<file path="src/rtl/fpu_pkg.sv">
// Shared FPU definitions: opcode encoding, the execute word that closes a
// load sequence, and the command sequencer state encoding.
package fpu_pkg;

    typedef enum logic [1:0] {
        OP_ADD = 2'd0,
        OP_SUB = 2'd1,
        OP_MUL = 2'd2
    } fpu_op_e;

    // Opcode value 3 has no FPU meaning and is rejected without bus traffic.
    localparam logic [1:0] OP_ILLEGAL = 2'd3;

    // Fourth word of every sequence; its strobe triggers execution.
    localparam logic [15:0] EXEC_WORD = 16'h0000;

    typedef enum logic [2:0] {
        ST_IDLE,
        ST_SEND,
        ST_GAP,
        ST_WAIT,
        ST_RESP
    } seq_state_e;

endpackage

</file>
<file path="src/rtl/fpu_cmd_seq_if.sv">
// Bundle between a requesting master, the command sequencer and the FPU.
//   req_*   : whole-operation request handshake (valid/ready) with operands
//   fpu_*   : shared FPU load/execute bus plus its ready/error levels
//   rsp_*   : one-cycle completion pulse with error/timeout qualifiers
// master = environment side (requester + FPU), slave = sequencer side.
interface fpu_cmd_seq_if #(
    parameter int W = 16
);
    logic         req_valid;
    logic         req_ready;
    logic [W-1:0] req_a;
    logic [W-1:0] req_b;
    logic [1:0]   req_op;
    logic [W-1:0] fpu_data;
    logic         fpu_start;
    logic         fpu_ready;
    logic         fpu_error;
    logic         rsp_valid;
    logic         rsp_error;
    logic         rsp_timeout;

    modport master (
        output req_valid, req_a, req_b, req_op, fpu_ready, fpu_error,
        input  req_ready, fpu_data, fpu_start, rsp_valid, rsp_error, rsp_timeout
    );

    modport slave (
        input  req_valid, req_a, req_b, req_op, fpu_ready, fpu_error,
        output req_ready, fpu_data, fpu_start, rsp_valid, rsp_error, rsp_timeout
    );
endinterface

</file>
<file path="src/rtl/fpu_cmd_wdog.sv">
// WAIT-phase watchdog for the FPU command sequencer.
//   clk, rst : clock, synchronous active-high reset
//   clr      : clear the count (sequencer not waiting)
//   inc      : count one waiting cycle
//   expire   : high in the TIMEOUT-th consecutive counted cycle
module fpu_cmd_wdog #(
    parameter int TIMEOUT = 1024
) (
    input  logic clk,
    input  logic rst,
    input  logic clr,
    input  logic inc,
    output logic expire
);
    localparam int CW = $clog2(TIMEOUT + 1);

    logic [CW-1:0] cnt;

    // cnt holds the number of already-completed waiting cycles, so the
    // TIMEOUT-th cycle is the one that sees TIMEOUT-1. Saturates at TIMEOUT.
    always_ff @(posedge clk) begin
        if (rst || clr)
            cnt <= '0;
        else if (inc && cnt != CW'(TIMEOUT))
            cnt <= cnt + 1'b1;
    end

    assign expire = inc && (cnt == CW'(TIMEOUT - 1));
endmodule

</file>
<file path="src/rtl/fpu_cmd_seq.sv">
// FPU command sequencer. Accepts one operation per handshake and serialises
// it onto the FPU bus as four start-strobed words (A, B, op, EXEC_WORD) with
// GAP idle cycles after each strobe, then waits for fpu_ready/fpu_error and
// emits a one-cycle rsp_valid.
//   clk, rst : clock, synchronous active-high reset
//   bus      : fpu_cmd_seq_if slave (request, FPU bus, response)
// Parameters: W data width, GAP idle cycles per strobe, TIMEOUT wait bound.
// Optional: define FPU_CMD_SEQ_TIMEOUT_EN to bound WAIT with fpu_cmd_wdog;
// otherwise WAIT is unbounded and rsp_timeout stays 0.
module fpu_cmd_seq
    import fpu_pkg::*;
#(
    parameter int W       = 16,
    parameter int GAP     = 1,
    parameter int TIMEOUT = 1024
) (
    input  logic         clk,
    input  logic         rst,
    fpu_cmd_seq_if.slave bus
);
    localparam int GW = (GAP > 1) ? $clog2(GAP) : 1;

    seq_state_e    state_q, state_d;
    logic [1:0]    idx_q, idx_d;
    logic [GW-1:0] gcnt_q, gcnt_d;
    logic          err_q, err_d, tmo_q, tmo_d;
    logic [W-1:0]  a_q, b_q;
    logic [1:0]    op_q;
    logic          accept, wd_expire;
    logic [W-1:0]  word;
    logic          rdy_d, start_d, rv_d, re_d, rt_d;
    logic [W-1:0]  data_d;

    assign accept = bus.req_valid && bus.req_ready;

`ifdef FPU_CMD_SEQ_TIMEOUT_EN
    fpu_cmd_wdog #(.TIMEOUT(TIMEOUT)) u_wdog (
        .clk    (clk),
        .rst    (rst),
        .clr    (state_q != ST_WAIT),
        .inc    (state_q == ST_WAIT),
        .expire (wd_expire)
    );
`else
    assign wd_expire = 1'b0;
`endif

    // State, captured request and registered outputs.
    always_ff @(posedge clk) begin
        if (rst) begin
            state_q         <= ST_IDLE;
            idx_q           <= '0;
            gcnt_q          <= '0;
            err_q           <= 1'b0;
            tmo_q           <= 1'b0;
            a_q             <= '0;
            b_q             <= '0;
            op_q            <= '0;
            bus.req_ready   <= 1'b1;
            bus.fpu_start   <= 1'b0;
            bus.fpu_data    <= '0;
            bus.rsp_valid   <= 1'b0;
            bus.rsp_error   <= 1'b0;
            bus.rsp_timeout <= 1'b0;
        end else begin
            state_q         <= state_d;
            idx_q           <= idx_d;
            gcnt_q          <= gcnt_d;
            err_q           <= err_d;
            tmo_q           <= tmo_d;
            if (accept) begin
                a_q  <= bus.req_a;
                b_q  <= bus.req_b;
                op_q <= bus.req_op;
            end
            bus.req_ready   <= rdy_d;
            bus.fpu_start   <= start_d;
            bus.fpu_data    <= data_d;
            bus.rsp_valid   <= rv_d;
            bus.rsp_error   <= re_d;
            bus.rsp_timeout <= rt_d;
        end
    end

    // Next state.
    always_comb begin
        state_d = state_q;
        idx_d   = idx_q;
        gcnt_d  = gcnt_q;
        err_d   = err_q;
        tmo_d   = tmo_q;
        unique case (state_q)
            ST_IDLE: begin
                if (accept) begin
                    idx_d = '0;
                    err_d = 1'b0;
                    tmo_d = 1'b0;
                    if (bus.req_op == OP_ILLEGAL) begin
                        state_d = ST_RESP;
                        err_d   = 1'b1;
                    end else begin
                        state_d = ST_SEND;
                    end
                end
            end
            ST_SEND: begin
                if (idx_q == 2'd3) begin
                    state_d = ST_WAIT;
                end else if (GAP > 0) begin
                    state_d = ST_GAP;
                    gcnt_d  = '0;
                end else begin
                    idx_d = idx_q + 2'd1;
                end
            end
            ST_GAP: begin
                if (gcnt_q == GW'(GAP - 1)) begin
                    state_d = ST_SEND;
                    idx_d   = idx_q + 2'd1;
                end else begin
                    gcnt_d = gcnt_q + 1'b1;
                end
            end
            ST_WAIT: begin
                // Error beats ready; a real FPU answer beats the watchdog.
                if (bus.fpu_error) begin
                    state_d = ST_RESP;
                    err_d   = 1'b1;
                end else if (bus.fpu_ready) begin
                    state_d = ST_RESP;
                end else if (wd_expire) begin
                    state_d = ST_RESP;
                    err_d   = 1'b1;
                    tmo_d   = 1'b1;
                end
            end
            ST_RESP: state_d = ST_IDLE;
            default: state_d = ST_IDLE;
        endcase
    end

    // Outputs are decoded from the next state so they can be registered
    // without adding latency. Word 0 is only ever sent straight out of the
    // accept cycle, so it comes from the live request rather than a_q.
    always_comb begin
        word = '0;
        unique case (idx_d)
            2'd0: word = accept ? bus.req_a : a_q;
            2'd1: word = b_q;
            2'd2: word = {{(W-2){1'b0}}, op_q};
            2'd3: word = W'(EXEC_WORD);
            default: word = '0;
        endcase
        rdy_d   = (state_d == ST_IDLE);
        start_d = (state_d == ST_SEND);
        data_d  = start_d ? word : '0;
        rv_d    = (state_d == ST_RESP);
        re_d    = rv_d && err_d;
        rt_d    = rv_d && tmo_d;
    end
endmodule
</file>
<file path="src/flat_wrapper.sv">
// flat-port wrapper written by rule: the top's interface ports become plain ports
module fpu_cmd_seq_flat import fpu_pkg::*;
#(
    parameter int W       = 16,
    parameter int GAP     = 1,
    parameter int TIMEOUT = 1024
)
  (clk, rst, bus_req_valid, bus_req_a, bus_req_b, bus_req_op, bus_fpu_ready, bus_fpu_error, bus_req_ready, bus_fpu_data, bus_fpu_start, bus_rsp_valid, bus_rsp_error, bus_rsp_timeout);
  fpu_cmd_seq_if #(.W(W)) bus_i ();
  input  logic clk;
  input  logic rst;
  input wire logic [$bits(bus_i.req_valid)-1:0] bus_req_valid;
  input wire logic [$bits(bus_i.req_a)-1:0] bus_req_a;
  input wire logic [$bits(bus_i.req_b)-1:0] bus_req_b;
  input wire logic [$bits(bus_i.req_op)-1:0] bus_req_op;
  input wire logic [$bits(bus_i.fpu_ready)-1:0] bus_fpu_ready;
  input wire logic [$bits(bus_i.fpu_error)-1:0] bus_fpu_error;
  output wire logic [$bits(bus_i.req_ready)-1:0] bus_req_ready;
  output wire logic [$bits(bus_i.fpu_data)-1:0] bus_fpu_data;
  output wire logic [$bits(bus_i.fpu_start)-1:0] bus_fpu_start;
  output wire logic [$bits(bus_i.rsp_valid)-1:0] bus_rsp_valid;
  output wire logic [$bits(bus_i.rsp_error)-1:0] bus_rsp_error;
  output wire logic [$bits(bus_i.rsp_timeout)-1:0] bus_rsp_timeout;
  assign bus_i.req_valid = bus_req_valid;
  assign bus_i.req_a = bus_req_a;
  assign bus_i.req_b = bus_req_b;
  assign bus_i.req_op = bus_req_op;
  assign bus_i.fpu_ready = bus_fpu_ready;
  assign bus_i.fpu_error = bus_fpu_error;
  assign bus_req_ready = bus_i.req_ready;
  assign bus_fpu_data = bus_i.fpu_data;
  assign bus_fpu_start = bus_i.fpu_start;
  assign bus_rsp_valid = bus_i.rsp_valid;
  assign bus_rsp_error = bus_i.rsp_error;
  assign bus_rsp_timeout = bus_i.rsp_timeout;
  fpu_cmd_seq #(.W(W), .GAP(GAP), .TIMEOUT(TIMEOUT)) u_core (.clk(clk), .rst(rst), .bus(bus_i));
endmodule
</file>
<file path="config.mk">
export PLATFORM = sky130hd
export DESIGN_NAME = fpu_cmd_seq_flat
export DESIGN_NICKNAME = d
export VERILOG_FILES = /design/src/rtl/fpu_pkg.sv /design/src/rtl/fpu_cmd_seq_if.sv /design/src/rtl/fpu_cmd_wdog.sv /design/src/rtl/fpu_cmd_seq.sv /design/src/flat_wrapper.sv
export SDC_FILE = /design/constraint.sdc
export NUM_CORES = 1
export LEC_CHECK = 0
export CORE_MARGIN = 4
export CORE_UTILIZATION = 45
export DETAILED_ROUTE_END_ITERATION = 8
export PLACE_DENSITY = 0.72
export SYNTH_ARGS = -nofsm -noshare
export SYNTH_HDL_FRONTEND = slang
export SYNTH_SLANG_ARGS = --single-unit
</file>
<file path="constraint.sdc">
create_clock -name clk -period 3 [get_ports clk]
set_input_delay 0.75 -clock clk [delete_from_list [all_inputs] [get_ports clk]]
set_output_delay 0.75 -clock clk [all_outputs]
set_load 0.005 [all_outputs]
</file>
==> results by group <==
Synthesis
  • Post-Syn Area: approximately 2500 um2
  • Synthesis Warnings: 0
  • Syn nets: around 310
  • Async S/R FF share, synth: 0%
  • Synthesized instance count: roughly 270
  • Sequential area share after synthesis: 49.6%
  • Syn Area/Cell: 9.35 um2
  • Yosys cell types: 40
  • Seq cells post-synth: slightly above 60
  • Number of synthesized flops with an enable pin: 0
  • Post-synth top flop: dfxtp_1

Floorplanning
  • Die width: about 83 um
  • Starting Density: between 40% and 50%
  • Die height: just over 80 um
  • IO Pins: 60
  • Row count: 26
  • Die area: 6820 um2
  • Total core area: between 5000 and 6000 um2

Timing
  • Minimum clock period: 2.15 ns
  • Final period utilization: a little under three quarters
  • Worst slew margin: between 60% and 70%
  • Setup ws final: between 0.8 and 0.9 ns
  • Skew final: slightly below 0.005 ns
  • Worst Max-Slew Pin Slew: approximately 0.54 ns
  • Setup TNS: 0 ns
  • Final setup violation count: 0
  • Final Hold Violating Endpoints: 0
  • RSZ-0062 raised after global routing: false
  • Max Transition Viols Final: 0
  • Max Clk Rate: around 460 MHz

Clock tree
  • Post-CTS sizing: 0
  • Hold_buf cts: 0
  • Longest Clk Path Bufs: 2
  • Post-CTS Setup Bufs: 0
  • Clock Tree Root: clkbuf_8
  • Worst skew pair latency: between 0.3 and 0.4 ns
  • CTS Buf Count: 9
  • CTS tree: done
  • Clock slew at reported path FFs: approximately 0.06 ns
  • H-tree depth: 3
  • CTS Sinks: 62

Global routing
  • Number of global-route vias before repair: 1,685
  • Largest net degree at the start of global routing: 43
  • Grt ovf: 0
  • Antenna violations before repair: 0
  • GR Util All Layers: between 10% and 20%
  • First-pass GRT wire length: 8290 um

Detailed routing
  • DRC Markers: 0
  • Via density: approximately 5
  • Vias post-DR: 1,949
  • Routed wire length: ~5300 um
  • Antenna viol nets, final: 0
  • Post-DR wirelength/cell: between 10 and 15 um
  • Drt first-iter violations: around 130
  • DR pass1 iterations: 4

Worst setup path
  • Slowest-stage cell, CP: or4_1
  • Critical Path End Type: flip-flop
  • Setup CP Type: in -> reg
  • R2r worst-path depth: 5
  • CP bufs+invs: 1
  • CP delay by family, top: compound AO/OA/AOI/OAI gates
  • R2R Path Start: u_core.state_q[1]
  • Worst path cell trace: clkdlybuf4s50_1 -> a21oi_1 -> a211oi_4 -> or4_1 -> o32ai_1
  • Critical path arrival: between 2 and 2.5 ns
  • Worst stage delay on the critical path: about 0.54 ns
  • CP max FO: 4
  • Worst r2r dst: u_core.bus.fpu_data[13]
  • CP startpoint kind: input port
  • Worst R2R Setup Slack: 1.13 ns
  • Worst endpoint required time: ~3.2 ns

Worst hold path
  • Hold Path Class: reg -> reg
  • Hold_sp: u_core.tmo_q
  • Worst Hold Endpoint: u_core.tmo_q
  • Hold path cells: 2

Final layout
  • Area grow syn2layout: 31.3%
  • Multi-input gate area: ~1100 um2
  • Reg area: about 1200 um2
  • Final net count: 362
  • Most frequent cells in the layout: 62 x dfxtp_1, 59 x clkdlybuf4s50_1, 40 x nand2_1
  • # diodes: 0
  • # fillers: roughly 460
  • Layout cell share with drive strength beyond 1: between 10% and 20%
  • Commonest non-fill, non-tap cell in the layout: dfxtp_1

Status
  • Result of the run: finished, final reports clean

Placed design
  • GP Congestion: around 0.85
  • Final HPWL DP: around 3800 um
  • Dpl ws: between 0.4 and 0.5 ns
  • PortBufs: a little under 60

Pwr
  • Power Density: approximately 560 nW/um2
  • Worst vdd ir: 0.000264 V
  • Leak: around 1.3 nW

Flow run
  • Maximum capacitance violations: 0
[power breakdown]
part / internal (W) / leakage (nW) / switching, W
combinational: 0.000143 / 0.662 / 0.000116
sequential: 0.000869 / 0.507 / 0.0000232
clock: 0.000387 / 0.0958 / 0.000296
[per-layer routing]
layer	global-route usage, %	part of all wire [%]
met5	0	0
met4	6.86	1.5
met3	6.72	8.0
met2	21.0	41
met1	24.4	49
[worst max path at each step]
stage / cells past startpoint / start / end
2_1_floorplan: 7 / bus_req_valid / u_core.bus.fpu_data[9]
3_3_place_gp: 5 / bus_req_valid / u_core.bus.fpu_data[1]
3_5_place_dp: 5 / bus_req_valid / u_core.bus.fpu_data[1]
4_1_cts: 5 / bus_req_valid / u_core.bus.fpu_data[1]
5_1_grt: 5 / bus_req_valid / u_core.bus.fpu_data[0]
6_report: 5 / bus_req_valid / u_core.bus.fpu_data[1]
[cells in the mapped netlist, drive strengths merged (2+ instances only)]
cell type	instances	area (um2)
dfxtp	62	1240
nand2	40	150
a21oi	38	194
nand3	28	185
nor2b	18	113
mux2	16	180
buf	14	103
clkbuf	8	30.0
nor2	6	22.5
inv	5	18.8
o21a	3	22.5
o21ai	3	15.0
a211oi	2	20.0
and3	2	12.5
mux2i	2	20.0
nor4	2	12.5
o32ai	2	17.5
or3	2	12.5
or4	2	15.0
or4b	2	23.8
[registers in the layout, summed over array words and instances (netlist names)]
register and count:
u_core.bus.fpu_data 16, u_core.idx_q 2, u_core.b_q 16, u_core.bus.req_ready 1
u_core.err_q 1, u_core.bus.rsp_error 1, u_core.op_q 2, u_core.state_q 3
u_core.bus.rsp_timeout 1, u_core.bus.fpu_start 1, u_core.tmo_q 1, u_core.a_q 16
u_core.bus.rsp_valid 1
[through the flow]
| stage | total power [W] | std cells | util, % | hold WS (ns) | cell area, um2 |
|---|---|---|---|---|---|
| after floorplan | 0.00107 | 268 | - | 0.405 | 2500 |
| after global placement | 0.00117 | 381 | 59.2 | 0.413 | 3100 |
| after detailed placement | 0.00117 | 381 | 59.2 | 0.423 | 3100 |
| after CTS | 0.00185 | 396 | 62.8 | 0.434 | 3290 |
| after global routing | 0.00192 | 396 | 62.8 | 0.467 | 3290 |
| final | 0.00183 | 396 | 62.8 | 0.431 | 3290 |
[worst reg2reg max path, cell delays in order (launching register included)]
cell     delay (ns)
dfxtp_1        0.55
or4b_4         0.52
o211a_1        0.27
buf_4          0.25
nand3_1        0.08
a21oi_1        0.07
[kinds of logic after synthesis]
family,after synthesis,share of synthesized area (%)
AND/OR/NAND/NOR,108,23.6
adder cells (fa/ha/maj),1,0.499
flip-flops,62,49.6
multiplexers,18,7.99
AO/OA/AOI/OAI,52,12.3
buffers and inverters,27,6.04
[cell type report]
type	instances	area share [%]
Sequential cell	62	37.7
Tap cell	70	2.66
Timing Repair Buffer	65	19.3
Inverter	5	0.571
Multi-Input combinational cell	179	34.0
Clock buffer	15	5.67
(Power assumes the default switching activity.)
